[config.mk]
export PLATFORM = sky130hd
export DESIGN_NAME = sram_access_arbiter_flat
export DESIGN_NICKNAME = d
export VERILOG_FILES = /design/src/rtl/sram_arb_pkg.sv /design/src/rtl/sram_access_arbiter_if.sv /design/src/rtl/sram_access_arbiter_rr_arbiter.sv /design/src/rtl/sram_access_arbiter.sv /design/src/flat_wrapper.sv
export SDC_FILE = /design/constraint.sdc
export NUM_CORES = 1
export LEC_CHECK = 0
export CAP_MARGIN = 10
export CORE_MARGIN = 2
export CORE_UTILIZATION = 35
export DETAILED_ROUTE_END_ITERATION = 10
export GPL_ROUTABILITY_DRIVEN = 0
export PLACE_DENSITY = 0.75
export SYNTH_ARGS = -nofsm -noshare
export SYNTH_HDL_FRONTEND = slang
export SYNTH_SLANG_ARGS = --single-unit
[constraint.sdc]
create_clock -name clk -period 1.4 [get_ports clk]
set_clock_uncertainty 0.05 [all_clocks]
set_input_delay 0.14 -clock clk [delete_from_list [all_inputs] [get_ports clk]]
set_output_delay 0.14 -clock clk [all_outputs]
set_load 0.1 [all_outputs]
[src/rtl/sram_arb_pkg.sv]
// Shared types and default widths for the SRAM access arbiter, JTAG bridge and SRAM.
package sram_arb_pkg;

  localparam int unsigned SRAM_ADDR_W = 16;
  localparam int unsigned SRAM_DATA_W = 8;

  typedef enum logic [1:0] {
    IDLE    = 2'd0,
    ACCESS  = 2'd1,
    RD_WAIT = 2'd2,
    RESP    = 2'd3
  } state_t;

endpackage

[src/rtl/sram_access_arbiter_if.sv]
// Requester-side bus of the SRAM access arbiter.
//   req_valid/req_we/req_addr/req_wdata : per-requester command (flattened, req i at slice i)
//   req_ready                           : one-hot accept pulse
//   rsp_valid/rsp_rdata                 : one-hot read-data valid pulse, shared read data
// master = requesters, slave = arbiter.
interface sram_access_arbiter_if
  import sram_arb_pkg::*;
#(
  parameter int unsigned NUM_REQ = 2,
  parameter int unsigned ADDR_W  = SRAM_ADDR_W,
  parameter int unsigned DATA_W  = SRAM_DATA_W
);

  logic [NUM_REQ-1:0]        req_valid;
  logic [NUM_REQ-1:0]        req_we;
  logic [NUM_REQ*ADDR_W-1:0] req_addr;
  logic [NUM_REQ*DATA_W-1:0] req_wdata;
  logic [NUM_REQ-1:0]        req_ready;
  logic [NUM_REQ-1:0]        rsp_valid;
  logic [DATA_W-1:0]         rsp_rdata;

  modport master (
    output req_valid, req_we, req_addr, req_wdata,
    input  req_ready, rsp_valid, rsp_rdata
  );

  modport slave (
    input  req_valid, req_we, req_addr, req_wdata,
    output req_ready, rsp_valid, rsp_rdata
  );

endinterface

[src/rtl/sram_access_arbiter_rr_arbiter.sv]
// Combinational round-robin arbiter: grants the first requesting index at or above ptr,
// wrapping modulo N.
//   req : request vector
//   ptr : highest-priority index this cycle (must be < N)
//   gnt : one-hot grant
//   any : at least one request pending
module rr_arbiter #(
  parameter  int unsigned N     = 2,
  localparam int unsigned PTR_W = (N > 1) ? $clog2(N) : 1
) (
  input  logic [N-1:0]     req,
  input  logic [PTR_W-1:0] ptr,
  output logic [N-1:0]     gnt,
  output logic             any
);

  // Walk offsets 0..N-1 from ptr; first requesting slot wins.
  always_comb begin
    int unsigned idx;
    logic        found;
    gnt   = '0;
    found = 1'b0;
    idx   = 0;
    for (int unsigned off = 0; off < N; off++) begin
      idx = 32'(ptr) + off;
      if (idx >= N) idx = idx - N;
      for (int unsigned j = 0; j < N; j++) begin
        if (!found && req[j] && (j == idx)) begin
          gnt[j] = 1'b1;
          found  = 1'b1;
        end
      end
    end
  end

  assign any = |req;

endmodule

[src/rtl/sram_access_arbiter.sv]
// Sole owner of the SRAM control bus: round-robin shares one single-port SRAM among
// NUM_REQ requesters, one access in flight, single-cycle enable strobes.
//   clk, aclr (async, active-low)
//   bus               : requester interface (slave side)
//   sram_address      : SRAM address, holds last value between accesses
//   sram_data_in      : SRAM write data, holds last value between accesses
//   sram_data_out     : SRAM read data, valid RD_LAT edges after read_enable is sampled
//   sram_write_enable : one-cycle write strobe
//   sram_read_enable  : one-cycle read strobe
//   busy              : state != IDLE
module sram_access_arbiter
  import sram_arb_pkg::*;
#(
  parameter int unsigned ADDR_W  = SRAM_ADDR_W,
  parameter int unsigned DATA_W  = SRAM_DATA_W,
  parameter int unsigned NUM_REQ = 2,
  parameter int unsigned RD_LAT  = 1
) (
  input  logic                clk,
  input  logic                aclr,
  sram_access_arbiter_if.slave bus,
  output logic [ADDR_W-1:0]   sram_address,
  output logic [DATA_W-1:0]   sram_data_in,
  input  logic [DATA_W-1:0]   sram_data_out,
  output logic                sram_write_enable,
  output logic                sram_read_enable,
  output logic                busy
);

  localparam int unsigned PTR_W     = (NUM_REQ > 1) ? $clog2(NUM_REQ) : 1;
  localparam int unsigned CNT_W     = (RD_LAT > 1) ? $clog2(RD_LAT) : 1;
  localparam int unsigned WAIT_LAST = (RD_LAT > 1) ? RD_LAT - 2 : 0;

  state_t               state_q, state_d;
  logic [PTR_W-1:0]     ptr_q, ptr_d;
  logic [NUM_REQ-1:0]   owner_q, owner_d;
  logic                 we_q, we_d;
  logic [CNT_W-1:0]     cnt_q, cnt_d;
  logic [ADDR_W-1:0]    addr_d;
  logic [DATA_W-1:0]    wdata_d;
  logic                 wr_en_d, rd_en_d;
  logic [NUM_REQ-1:0]   rsp_valid_q, rsp_valid_d;
  logic [DATA_W-1:0]    rsp_rdata_q, rsp_rdata_d;
  logic [NUM_REQ-1:0]   req_ready_c;
  logic [NUM_REQ-1:0]   gnt;
  logic                 any;
  logic [PTR_W-1:0]     gnt_idx;

  rr_arbiter #(.N(NUM_REQ)) u_rr (
    .req (bus.req_valid),
    .ptr (ptr_q),
    .gnt (gnt),
    .any (any)
  );

  // One-hot grant to index, for the rotation pointer.
  always_comb begin
    gnt_idx = '0;
    for (int unsigned j = 0; j < NUM_REQ; j++) begin
      if (gnt[j]) gnt_idx = PTR_W'(j);
    end
  end

  // State register.
  always_ff @(posedge clk or negedge aclr) begin
    if (!aclr) state_q <= IDLE;
    else       state_q <= state_d;
  end

  // Next-state logic; RD_WAIT is skipped when the SRAM answers in one edge.
  always_comb begin
    state_d = state_q;
    unique case (state_q)
      IDLE:    if (any) state_d = ACCESS;
      ACCESS:  state_d = we_q ? IDLE : ((RD_LAT == 1) ? RESP : RD_WAIT);
      RD_WAIT: if (cnt_q == CNT_W'(WAIT_LAST)) state_d = RESP;
      RESP:    state_d = IDLE;
      default: state_d = IDLE;
    endcase
  end

  // Output/datapath next values; strobes are loaded on entry to ACCESS so they
  // are registered and high for exactly that one cycle.
  always_comb begin
    req_ready_c = '0;
    ptr_d       = ptr_q;
    owner_d     = owner_q;
    we_d        = we_q;
    cnt_d       = cnt_q;
    addr_d      = sram_address;
    wdata_d     = sram_data_in;
    wr_en_d     = 1'b0;
    rd_en_d     = 1'b0;
    rsp_valid_d = '0;
    rsp_rdata_d = rsp_rdata_q;
    unique case (state_q)
      IDLE: begin
        if (any) begin
          req_ready_c = gnt;
          owner_d     = gnt;
          ptr_d       = (gnt_idx == PTR_W'(NUM_REQ - 1)) ? '0 : gnt_idx + PTR_W'(1);
          for (int unsigned j = 0; j < NUM_REQ; j++) begin
            if (gnt[j]) begin
              we_d    = bus.req_we[j];
              addr_d  = bus.req_addr[j*ADDR_W +: ADDR_W];
              wdata_d = bus.req_wdata[j*DATA_W +: DATA_W];
            end
          end
          wr_en_d = we_d;
          rd_en_d = ~we_d;
          cnt_d   = '0;
        end
      end
      RD_WAIT: cnt_d = cnt_q + CNT_W'(1);
      RESP: begin
        rsp_rdata_d = sram_data_out;
        rsp_valid_d = owner_q;
      end
      default: ;
    endcase
  end

  // Output and context registers.
  always_ff @(posedge clk or negedge aclr) begin
    if (!aclr) begin
      ptr_q             <= '0;
      owner_q           <= '0;
      we_q              <= 1'b0;
      cnt_q             <= '0;
      sram_address      <= '0;
      sram_data_in      <= '0;
      sram_write_enable <= 1'b0;
      sram_read_enable  <= 1'b0;
      rsp_valid_q       <= '0;
      rsp_rdata_q       <= '0;
      busy              <= 1'b0;
    end else begin
      ptr_q             <= ptr_d;
      owner_q           <= owner_d;
      we_q              <= we_d;
      cnt_q             <= cnt_d;
      sram_address      <= addr_d;
      sram_data_in      <= wdata_d;
      sram_write_enable <= wr_en_d;
      sram_read_enable  <= rd_en_d;
      rsp_valid_q       <= rsp_valid_d;
      rsp_rdata_q       <= rsp_rdata_d;
      busy              <= (state_d != IDLE);
    end
  end

  assign bus.req_ready = req_ready_c;
  assign bus.rsp_valid = rsp_valid_q;
  assign bus.rsp_rdata = rsp_rdata_q;

endmodule

[src/flat_wrapper.sv]
// flat-port wrapper written by rule: the top's interface ports become plain ports
module sram_access_arbiter_flat import sram_arb_pkg::*;
#(
  parameter int unsigned ADDR_W  = SRAM_ADDR_W,
  parameter int unsigned DATA_W  = SRAM_DATA_W,
  parameter int unsigned NUM_REQ = 2,
  parameter int unsigned RD_LAT  = 1
)
  (clk, aclr, sram_address, sram_data_in, sram_data_out, sram_write_enable, sram_read_enable, busy, bus_req_valid, bus_req_we, bus_req_addr, bus_req_wdata, bus_req_ready, bus_rsp_valid, bus_rsp_rdata);
  sram_access_arbiter_if #(.NUM_REQ(NUM_REQ), .ADDR_W(ADDR_W), .DATA_W(DATA_W)) bus_i ();
  input  logic clk;
  input  logic aclr;
  output logic [ADDR_W-1:0] sram_address;
  output logic [DATA_W-1:0] sram_data_in;
  input  logic [DATA_W-1:0] sram_data_out;
  output logic sram_write_enable;
  output logic sram_read_enable;
  output logic busy;
  input wire logic [$bits(bus_i.req_valid)-1:0] bus_req_valid;
  input wire logic [$bits(bus_i.req_we)-1:0] bus_req_we;
  input wire logic [$bits(bus_i.req_addr)-1:0] bus_req_addr;
  input wire logic [$bits(bus_i.req_wdata)-1:0] bus_req_wdata;
  output wire logic [$bits(bus_i.req_ready)-1:0] bus_req_ready;
  output wire logic [$bits(bus_i.rsp_valid)-1:0] bus_rsp_valid;
  output wire logic [$bits(bus_i.rsp_rdata)-1:0] bus_rsp_rdata;
  assign bus_i.req_valid = bus_req_valid;
  assign bus_i.req_we = bus_req_we;
  assign bus_i.req_addr = bus_req_addr;
  assign bus_i.req_wdata = bus_req_wdata;
  assign bus_req_ready = bus_i.req_ready;
  assign bus_rsp_valid = bus_i.rsp_valid;
  assign bus_rsp_rdata = bus_i.rsp_rdata;
  sram_access_arbiter #(.ADDR_W(ADDR_W), .DATA_W(DATA_W), .NUM_REQ(NUM_REQ), .RD_LAT(RD_LAT)) u_core (.clk(clk), .aclr(aclr), .bus(bus_i), .sram_address(sram_address), .sram_data_in(sram_data_in), .sram_data_out(sram_data_out), .sram_write_enable(sram_write_enable), .sram_read_enable(sram_read_enable), .busy(busy));
endmodule
==> metrics <==
sequential share of the synthesized area=56.6%; reg2reg end=u_core.sram_address[8]; CTS Sinks=44; final worst path period share=113%; Root Buffer=clkbuf_8; Final Slew Violations=0; Post-synth ARST share=100%; Post-Synth Adder-Cell Area=0%; via count=1828; core area=0.00544 mm^2; Setup crit start=u_core.state_q[1]; placed inst area=0.00354 mm^2; row count=27; Critical Path End Type=output pin; largest net degree at the start of global routing=21; Mapped Area=0.00194 mm^2; Synth Flop Type=dfrtp_1; Final Cell Area=0.00374 mm^2; register bit total from synthesis=44; Initial DRC Count=64; GR Overflow Total=0; Initial Util=35.7%; final hold slack=0.281 ns; Die Area=0.00617 mm^2; Hold Crit Class=in -> async; Net Count, Synth=225; Area contributors post-synth=dfrtp_1 (57%), a221o_1 (7.2%), a21boi_0 (5.8%), mux2_2 (4.6%), nand3b_1 (3.9%); H-tree Lvls=2; Worst EP required=1.21 ns; WP data arrival=1.39 ns; Area growth, synth to finish=92.2%; chip width=78.5 um; Syn. warnings=0; DR vias/cell=5.15; CP Capture Point=bus_req_ready[0]; largest family of logic cells by synthesized area=compound AO/OA/AOI/OAI gates; RR Startpoint=u_core.ptr_q; # setup viols final=16; footprint of the multi-input gates=791 um^2; drt pass-1 iters=4; failing checks=negative setup slack; number of diodes=0; final worst setup slack=-0.176 ns; clock latency on the worst-skew pair=0.30 ns; CP Launch Type=flip-flop; RSZ-0062 raised after global routing=true; GRT Total Usage=18.6%; first-pass GRT wire length=9000 um; Mapped Cells=163; fill cell total of the finished layout=394; post-DP HPWL=4050 um; Slew HR=71.0%; FMAX=635 MHz; Mean Syn Cell Area=11.9 um^2; status=finished, violations left; final hold violation count=0; fin crit period=1.58 ns; Port Buffers=100; Yosys cell types=29; drc violations=0; number of enable flip-flop cells after synthesis=0; vias in the first global route=1889; mux contribution to synthesized area=4.63%; routed length per instance=15.6 um; slew of the pin with the lowest slew margin=0.434 ns; R2R depth=6; Crit Path Category=reg -> out; fraction of layout cells with a size suffix above 1=31.8%; Place WS=-0.267 ns; compound-gate portion of the synthesized area=24.5%; CTS tree=yes; r2r setup slk=-0.15 ns; initial antenna violation count=0; CTS Buf Count=5; Yosys top cell area share=56.6%; Routed WL=5530 um; largest area contributor in the synthesized netlist=dfrtp_1; simple-gate share of the synthesized area=10.2%; Die Y-Extent=78.5 um; Final ANT Viol Nets=0; FF+latch area=0.00110 mm^2; post-synthesis xor/xnor area fraction=0.450%; Clk pin slew, worst setup/hold paths=0.08 ns; top-count cell post-synth=dfrtp_1; Crit Path Max Fanout=7; io pins=101; clock tree buffer depth=2; fin nets=344; # Max-Cap Violations=0; list of most frequent post-synthesis cells=dfrtp_1 (44), a21boi_0 (15), a221o_1 (14)
-- placed cells by master, fill, tap and decap left out, types with 3 or more instances in the layout --
cell type,count
nand3b_1,10
o21ai_0,10
a21oi_1,11
dfrtp_2,3
mux2_2,8
a21boi_0,15
buf_12,44
a221o_1,14
and3_1,3
clkdlybuf4s50_1,59
a21o_1,3
a31oi_1,10
nand2_1,4
clkbuf_8,6
dfrtp_1,41
buf_4,18
-- routing by layer --
layer  part of all wire (%)  GRT usage (%)  vias to the layer above
met5                      0              0                        -
met4                   0.96           3.33                        0
li1                       -              -                      852
met2                     50           31.3                       68
met3                    6.5           5.40                        7
met1                     43           23.9                      901
-- kinds of logic (layout without fill, tap and decap cells) --
group                     count (synthesis)  count (layout)
AOI/OAI and AO/OA                        67              67
and+or+nand+nor                          29              29
DFF                                      44              44
buffers and inverters                    14             134
xor gates and xnor gates                  1               1
muxes                                     8               8
-- flip-flops by register name (all words and copies together), names as in the netlist, 2 cells and up --
name,flops
u_core.bus.rsp_rdata,8
u_core.bus.rsp_valid,2
u_core.owner_q,2
u_core.sram_address,16
u_core.sram_data_in,8
u_core.state_q,2
-- worst min path at each step --
stage	start	end	slack (ns)	depth (start not counted)
3_3_place_gp	aclr	u_core.bus.rsp_rdata[3]	0.05	1
4_1_cts	aclr	u_core.bus.rsp_rdata[4]	0.28	2
3_5_place_dp	aclr	u_core.bus.rsp_rdata[4]	0.06	1
5_1_grt	aclr	u_core.bus.rsp_rdata[3]	0.30	2
2_1_floorplan	aclr	u_core.bus.rsp_rdata[0]	-0.21	0
6_report	aclr	u_core.bus.rsp_rdata[7]	0.28	2
-- area by class of cell --
class                      count  share of cell area, %
timing repair buffer         125                   44.3
sequential                    44                   29.6
multi-input combinational    105                   21.2
tap                           72                   2.41
clock buffer                   6                   2.21
clock inverter                 2                  0.268
inverter                       1                  0.100
-- stage by stage --
| stage | setup TNS, ns | util (%) | instances |
|---|---|---|---|
| floorplan | -0.0182 | - | 163 |
| global placement | -6.15 | 65.2 | 339 |
| detailed placement | -7.38 | 65.2 | 339 |
| CTS | -1.37 | 67.6 | 351 |
| global route | -2.85 | 68.7 | 355 |
| finish | -2.17 | 68.7 | 355 |
-- critical path: stages (launching register included) --
cell and delay (ns):
dfrtp_2 0.49, nor2_4 0.17, and3_4 0.25, buf_12 0.18
-- repair_timing --
item                                    CTS  global route
hold endpoints to repair                 16             0
hold buffers                              1             0
buffers inserted                          3             5
pin swaps                                 1             3
cloned                                    0             1
gates resized for setup                   3             7
endpoints found under the setup margin    2            18
Power is left out: the tool's default activity adds up to more than one toggle a clock period on the data nets, which glitch-free logic cannot reach.
